### config.mk
export PLATFORM = sky130hd
export DESIGN_NAME = vector_sel_unit_flat
export DESIGN_NICKNAME = d
export VERILOG_FILES = /design/src/rtl/vector_sel_pkg.sv /design/src/rtl/vector_sel_unit_if.sv /design/src/rtl/vector_sel_perm.sv /design/src/rtl/vector_sel_unit.sv /design/src/flat_wrapper.sv
export SDC_FILE = /design/constraint.sdc
export NUM_CORES = 1
export LEC_CHECK = 0
export BUFFER_PORTS_ARGS = -buffer_cell sky130_fd_sc_hd__buf_2
export CELL_PAD_IN_SITES_DETAIL_PLACEMENT = 2
export CELL_PAD_IN_SITES_GLOBAL_PLACEMENT = 2
export CORE_ASPECT_RATIO = 0.7
export CORE_MARGIN = 2
export CORE_UTILIZATION = 34
export CTS_BUF_LIST = sky130_fd_sc_hd__clkbuf_4 sky130_fd_sc_hd__clkbuf_8
export DETAILED_ROUTE_END_ITERATION = 6
export PLACE_DENSITY_LB_ADDON = 0.25
export SYNTH_ARGS = -nofsm -noshare
export SYNTH_HDL_FRONTEND = slang
export SYNTH_SLANG_ARGS = --single-unit
### constraint.sdc
create_clock -name clk -period 2.68 [get_ports clk]
set_clock_uncertainty 0.2 [all_clocks]
set_input_delay 0.134 -clock clk [delete_from_list [all_inputs] [get_ports clk]]
set_output_delay 0.134 -clock clk [all_outputs]
set_load 0.03 [all_outputs]
### src/rtl/vector_sel_pkg.sv
// Shared types and widths for the vector selection unit.
// Mode encodings match the 3-bit mode field on the datapath bus.
package vector_sel_pkg;

  localparam int WORD_W = 32;
  localparam int BYTE_W = 8;

  typedef enum logic [2:0] {
    MODE_PASS      = 3'b000,
    MODE_BYTE_REV  = 3'b001,
    MODE_BIT_REV   = 3'b010,
    MODE_HALF_SWAP = 3'b011,
    MODE_NIB_SWAP  = 3'b100,
    MODE_ZEXT_BYTE = 3'b101,
    MODE_SEXT_BYTE = 3'b110,
    MODE_RSVD      = 3'b111
  } vsel_mode_e;

  // Even parity per byte: bit k is the XOR of byte k.
  function automatic logic [3:0] byte_parity(input logic [WORD_W-1:0] w);
    logic [3:0] p;
    p = '0;
    for (int k = 0; k < 4; k++) begin
      p[k] = ^w[BYTE_W*k +: BYTE_W];
    end
    return p;
  endfunction

endpackage

### src/rtl/vector_sel_unit_if.sv
// Request/result bus of vector_sel_unit; parity only exists with VECTOR_SEL_PARITY_EN.
// master drives the request and observes the result; slave is the unit itself.
interface vector_sel_unit_if;
  import vector_sel_pkg::*;

  logic              in_valid;
  logic [WORD_W-1:0] in;
  logic [2:0]        mode;
  logic [1:0]        byte_sel;
  logic              out_valid;
  logic [WORD_W-1:0] out;
`ifdef VECTOR_SEL_PARITY_EN
  logic [3:0]        parity;

  modport master (output in_valid, in, mode, byte_sel, input out_valid, out, parity);
  modport slave  (input in_valid, in, mode, byte_sel, output out_valid, out, parity);
`else
  modport master (output in_valid, in, mode, byte_sel, input out_valid, out);
  modport slave  (input in_valid, in, mode, byte_sel, output out_valid, out);
`endif

endinterface

### src/rtl/vector_sel_perm.sv
// Combinational permute/extract of one 32-bit word selected by mode.
// No clock, no state; byte_sel only matters for the two extract modes.
module vector_sel_perm
  import vector_sel_pkg::*;
(
  input  logic [WORD_W-1:0] in,
  input  vsel_mode_e        mode,
  input  logic [1:0]        byte_sel,
  output logic [WORD_W-1:0] result
);

  logic [BYTE_W-1:0] sel_byte;

  always_comb begin
    sel_byte = '0;
    case (byte_sel)
      2'd0:    sel_byte = in[7:0];
      2'd1:    sel_byte = in[15:8];
      2'd2:    sel_byte = in[23:16];
      default: sel_byte = in[31:24];
    endcase
  end

  always_comb begin
    result = '0;
    case (mode)
      MODE_PASS:      result = in;
      MODE_BYTE_REV:  result = {in[7:0], in[15:8], in[23:16], in[31:24]};
      MODE_BIT_REV: begin
        for (int i = 0; i < WORD_W; i++) begin
          result[i] = in[WORD_W-1-i];
        end
      end
      MODE_HALF_SWAP: result = {in[15:0], in[31:16]};
      MODE_NIB_SWAP: begin
        for (int k = 0; k < 4; k++) begin
          result[BYTE_W*k     +: 4] = in[BYTE_W*k + 4 +: 4];
          result[BYTE_W*k + 4 +: 4] = in[BYTE_W*k     +: 4];
        end
      end
      MODE_ZEXT_BYTE: result = {24'h0, sel_byte};
      MODE_SEXT_BYTE: result = {{24{sel_byte[7]}}, sel_byte};
      default:        result = '0;
    endcase
  end

endmodule

### src/rtl/vector_sel_unit.sv
// vector_sel_unit: registered permute/extract; optional per-byte parity via VECTOR_SEL_PARITY_EN.
// Latency 1 cycle; no backpressure, one result per accepted in_valid.
module vector_sel_unit
  import vector_sel_pkg::*;
#(
  parameter int WIDTH = 32
) (
  input  logic               clk,
  input  logic               rst_n,
  vector_sel_unit_if.slave   bus
);

  logic [WIDTH-1:0] result;
  logic [WIDTH-1:0] out_q;
  logic             vld_q;

  vector_sel_perm u_perm (
    .in       (bus.in),
    .mode     (vsel_mode_e'(bus.mode)),
    .byte_sel (bus.byte_sel),
    .result   (result)
  );

  // out holds its last value when idle; out_valid only flags new results.
  always_ff @(posedge clk) begin
    if (!rst_n) begin
      out_q <= '0;
      vld_q <= 1'b0;
    end else begin
      vld_q <= bus.in_valid;
      if (bus.in_valid) begin
        out_q <= result;
      end
    end
  end

  assign bus.out       = out_q;
  assign bus.out_valid = vld_q;

`ifdef VECTOR_SEL_PARITY_EN
  logic [3:0] par_q;

  // Loaded on the same edge as out so the two never disagree.
  always_ff @(posedge clk) begin
    if (!rst_n) begin
      par_q <= '0;
    end else if (bus.in_valid) begin
      par_q <= byte_parity(result);
    end
  end

  assign bus.parity = par_q;
`endif

endmodule

### src/flat_wrapper.sv
// flat-port wrapper written by rule: the top's interface ports become plain ports
module vector_sel_unit_flat import vector_sel_pkg::*;
#(
  parameter int WIDTH = 32
)
  (clk, rst_n, bus_in_valid, bus_in, bus_mode, bus_byte_sel, bus_out_valid, bus_out);
  vector_sel_unit_if bus_i ();
  input  logic clk;
  input  logic rst_n;
  input wire logic [$bits(bus_i.in_valid)-1:0] bus_in_valid;
  input wire logic [$bits(bus_i.in)-1:0] bus_in;
  input wire logic [$bits(bus_i.mode)-1:0] bus_mode;
  input wire logic [$bits(bus_i.byte_sel)-1:0] bus_byte_sel;
  output wire logic [$bits(bus_i.out_valid)-1:0] bus_out_valid;
  output wire logic [$bits(bus_i.out)-1:0] bus_out;
  assign bus_i.in_valid = bus_in_valid;
  assign bus_i.in = bus_in;
  assign bus_i.mode = bus_mode;
  assign bus_i.byte_sel = bus_byte_sel;
  assign bus_out_valid = bus_i.out_valid;
  assign bus_out = bus_i.out;
  vector_sel_unit #(.WIDTH(WIDTH)) u_core (.clk(clk), .rst_n(rst_n), .bus(bus_i));
endmodule
; ---- After elaboration in Yosys (flattened, before gate mapping)
; Cells that the tools add are included.
[word_totals]
register_bits = 33
in_bits = 40
[op_classes]
eq_ne = 8
muxes = 2
n_reduce_logical = 2
[op_table]
columns = op, count
row1 = $pmux W32 S7, 1
row2 = $pmux W8 S3, 1
row3 = $eq A3 B3 Y1 const B, 3
row4 = $eq A3 B2 Y1 const B, 2
row5 = $eq A3 B1 Y1 const B, 1
row6 = $logic_not A3 Y1, 1
row7 = $eq A2 B1 Y1 const B, 1
row8 = $eq A2 B2 Y1 const B, 1
row9 = $logic_not A2 Y1, 1

; ---- Depth between registers and ports, before layout
[logic_depth]
word_depth = 3
depth_mapped = 7
ltp_nobuf = 4

; ---- Modules after synthesis
; Synthesis repeated with hierarchy kept, for this count alone.
[hier_totals]
hier_cells = 344
area_unflattened_um2 = 3020.4
[by_module_without_submodules]
columns = module, instances, cells_each, area_each_um2, seq_area_each_um2
row1 = vector_sel_perm, 1, 239, 1750.4, 0.0
row2 = vector_sel_unit, 1, 105, 1270.0, 660.6

; ---- Worst setup path before layout
; Ideal clock, no wire load.
[synth_path]
path_type = input to register
from = input bus_byte_sel[1]
to = register u_core.out_q[19] (netlist: u_core.bus.out[19])
arrival_ps = 1118
required_ps = 2364
path_slack_ps = 1246
stages = 5
path_cell_list = buf_6 mux4_2 nand3_4 o2111ai_1 o211a_1
[synth_between]
elab_chain_cells = 3
word_cells_on_any_way = 5
cone_classes = eq/ne: 2 / mux: 2 / reduce/logical: 1
[synth_lines]
columns = element, line
row1 = "start, declared", flat_wrapper.sv:13  ; input wire logic [$bits(bus_i.byte_sel)-1:0] bus_byte_sel;
row2 = "$eq A2 B2 Y1, or another cell as far along", vector_sel_perm.sv:16  ; case (byte_sel)
row3 = $pmux W8 S3 (*), vector_sel_perm.sv:16
row4 = $pmux W32 S7 (*), vector_sel_perm.sv:26  ; case (mode)
row5 = "end signal, assigned", vector_sel_unit.sv:32  ; out_q <= result;
row6 = "end, declared", vector_sel_unit.sv:14  ; logic [WIDTH-1:0] out_q;
; Mark *: on every way between the ends. The rest lies on a longest branch, timed or not.
; A chain may end at the register's enable or synchronous reset.

; ---- Worst setup path in the final report
[layout_path]
from = input bus_mode[0]
to = register u_core.out_q[19] (netlist: u_core.bus.out[19])
[layout_between]
elab_chain_cells = 2
word_cells_on_any_way = 8
cone_classes = eq/ne: 6 / mux: 1 / reduce/logical: 1
[layout_lines]
columns = element, line
row1 = "start, declared", flat_wrapper.sv:12  ; input wire logic [$bits(bus_i.mode)-1:0] bus_mode;
row2 = "$eq A3 B3 Y1, or another cell as far along", vector_sel_perm.sv:26
row3 = $pmux W32 S7 (*), vector_sel_perm.sv:26
; Marks and branches as above.

==> results.tsv <==
stage	metric	value	unit
min_path	min_path_cells	3	
routing	via_per_inst	6.18	
setup_path	critPathKind	input pin to register	
routing	avgRoutedWirePerCell	23.9	um
routing	dr.pass1.iters	4	
routing	ant_nets	0	
timing	fin_crit_sh	66.9	%
setup_path	r2r-start	u_core.bus.out[5]$_SDFFE_PN0P_	
logic_synthesis	netlist_area	2910	um2
power	ir_worst_vdd	0.000208	V
clocking	clockBufferDepth	2	
cells_and_area	final_util	40.6	%
floorplan	die-width	115	um
timing	rsz0062_at_grt	no	
setup_path	crit_path_end_kind	register	
setup_path	crit-reg2reg-capture	u_core.bus.out[5]$_SDFFE_PN0P_	
cells_and_area	fin_nets	464	
setup_path	required	2720	ps
timing	fin_hold_ws	-0.513	ps
timing	worst_slew_pin_slew	938	ps
logic_synthesis	synth_nets	411	
logic_synthesis	syn_avg_cell_area	7.84	um2
routing	vias	3276	
floorplan	ioPinCount	73	
logic_synthesis	ys_top_cells_by_area	dfxtp_1 23%, nor2b_1 9.5%, o21ai_0 7.9%	
clocking	clk_latency	290	ps
timing	finalHoldViolCount	1	
cells_and_area	layout_commonest_cell	buf_2	
clocking	post-cts-setup-buffer-count	0	
cells_and_area	layout_common_cells	72 x buf_2, 46 x o21ai_0, 44 x nor2b_1, 33 x nand2_1, 33 x dfxtp_1	
routing	drtIter0Drc	190	
clocking	clock_sinks	33	
floorplan	core	8370	um2
outcome	status	finished, violations left	
setup_path	worstPathCellList	buf_2 > nor2b_1 > nand3_4 > o2111ai_1 > o211a_1	
clocking	h-tree-depth	2	
clocking	cts_hold_buf	0	
cells_and_area	post_route_cells_drive_above_1_share	25.2	%
routing	wl_met3	758	um
routing	routed.top_layer	met4	
timing	drv_slew	0	
global_route	antenna_found_initial	0	
logic_synthesis	ys.flop_type	dfxtp_1	
global_route	overflow	0	
outcome	failed_checks	negative hold slack	
cells_and_area	diodes	0	
placed_design	place.gp.congestion	0.903	
routing	wl	12600	um
placed_design	port_buffers	72	
setup_path	critPathArrivalTime	1840	ps
logic_synthesis	synthArstFlopShare	0	%
logic_synthesis	yosys_register_bits	33	
cells_and_area	final_area	3400	um2
min_path	hold_path.startpoint	bus_mode[2]	
clocking	cts_resized	0	
timing	finalSetupTns	0	ps
setup_path	cpMaxStageDelayCell	nor2b_1	
floorplan	die_h	81.4	um
logic_synthesis	synth_cell_types	49	
cells_and_area	area_growth	16.9	%
clocking	cts_tree	done	
clocking	clockRootBuffer	clkbuf_8	
logic_synthesis	yosysTopAreaCell	dfxtp_1	
routing	met1Wirelength	5730	um
routing	drc	0	
timing	fmax	557	MHz
logic_synthesis	synth_edf_count	0	
clocking	cts_buffers	5	
timing	layout_min_cycle_time	1790	ps
power	total_power	1.57	mW
placed_design	postPlaceCellArea	3280	um2
logic_synthesis	syn_inst	371	
setup_path	startpoint_type	input pin	
timing	relSlewSlack	37.2	%
logic_synthesis	ys_seq_area_share	22.7	%
timing	setup_viol	0	
job	max-cap-violations	0	
routing	wl_met2	5970	um
floorplan	initial_utilization	34.8	%
placed_design	hpwl	9090	um
setup_path	reg2reg_slack	1360	ps
clocking	clk_pin_slew	80	ps
setup_path	ff2ff_path_depth	3	
global_route	grt_pass1_wl	19800	um
setup_path	critPathMaxStageDelay	660	ps
setup_path	cp_max_fo	29	
power	powerDensity	463	nW/um2
global_route	grt_use_total	28.0	%
logic_synthesis	yosysTopAreaCellShare	22.7	%
global_route	grt_start_max_net_pins	34	
global_route	grt_pass1_vias	3489	
floorplan	die_area	9330	um2
logic_synthesis	yosysWarnings	0	
min_path	whs_endpoint	u_core.bus.out[5]$_SDFFE_PN0P_	
min_path	hold_path.class	input pin to register	
floorplan	std_cell_rows	28	
power	leakage	1.36	nW
==> cell families after synthesis <==
| kind of cell | Yosys count | synth area share, % |
|---|---|---|
| AO/OA/AOI/OAI | 152 | 33.4 |
| AND/OR/NAND/NOR | 121 | 23.0 |
| buffers and inverters | 42 | 7.87 |
| flip-flops | 33 | 22.7 |
| multiplexers | 22 | 12.5 |
| XOR/XNOR | 1 | 0.559 |
==> synth_stat cells (2+ instances only) <==
| library cell | number |
|---|---|
| a211o_1 | 4 |
| a211oi_1 | 5 |
| a21o_1 | 5 |
| a21oi_1 | 24 |
| a221oi_1 | 13 |
| a311o_1 | 2 |
| a311oi_1 | 2 |
| a31oi_1 | 31 |
| a41oi_1 | 2 |
| and2_1 | 4 |
| buf_2 | 18 |
| buf_6 | 6 |
| clkbuf_1 | 11 |
| dfxtp_1 | 33 |
| inv_1 | 4 |
| inv_2 | 2 |
| mux2_2 | 3 |
| mux2i_1 | 9 |
| mux4_1 | 4 |
| mux4_2 | 6 |
| nand2_1 | 33 |
| nand2b_1 | 10 |
| nand3_1 | 10 |
| nand3b_1 | 4 |
| nor2_1 | 8 |
| nor2b_1 | 44 |
| o211ai_1 | 3 |
| o21ai_0 | 46 |
| o22a_1 | 3 |
| o22ai_1 | 3 |
==> worst max-delay path: cells and delay by family <==
kind	cells	cell delay [ps]
AO/OA/AOI/OAI	2	360
buffers and inverters	1	280
AND/OR/NAND/NOR	2	1060
==> layout make-up <==
type | instances | area, um2
flip-flops and latches | 33 | 661
clock inverters | 1 | 30.0
fillers | 1000 | 4970
well taps | 105 | 131
multi-input cells | 296 | 2020
inverters | 6 | 22.5
clock buffers | 7 | 90.1
repair buffers | 82 | 448
==> how the worst max path moves through the flow <==
stage | to | slack, ps | from
2_1_floorplan | u_core.bus.out[19]$_SDFFE_PN0P_ | 1250 | bus_byte_sel[1]
3_3_place_gp | u_core.bus.out[19]$_SDFFE_PN0P_ | 690 | bus_mode[0]
3_5_place_dp | u_core.bus.out[19]$_SDFFE_PN0P_ | 520 | bus_mode[0]
4_1_cts | u_core.bus.out[19]$_SDFFE_PN0P_ | 820 | bus_mode[0]
5_1_grt | u_core.bus.out[19]$_SDFFE_PN0P_ | 710 | bus_mode[0]
6_report | u_core.bus.out[19]$_SDFFE_PN0P_ | 890 | bus_mode[0]
==> metal layers <==
layer,track usage [%],vias to the layer above
li1,-,1503
met1,36.7,1647
met2,48.2,108
met3,4.70,18
met4,6.95,0
met5,0,-
==> report_power, final <==
part           internal (mW)  switching [mW]  total (mW)
combinational          0.176           0.323       0.499
sequential             0.518          0.0134       0.531
clock                  0.314           0.230       0.544
total                   1.01           0.566        1.57
==> state kept, by name (all words and copies together), names as in the netlist <==
register              count
u_core.bus.out_valid      1
u_core.bus.out           32
==> stage by stage <==
stage          hold slack (ps)  worst slack, ps  cells
6_report                -0.513              886    530
5_1_grt                   13.2              706    530
4_1_cts                   4.00              825    530
3_5_place_dp               290              516    522
3_3_place_gp               277              689    522
2_1_floorplan             72.3             1250    371
Power figures use the tool's default switching activity.
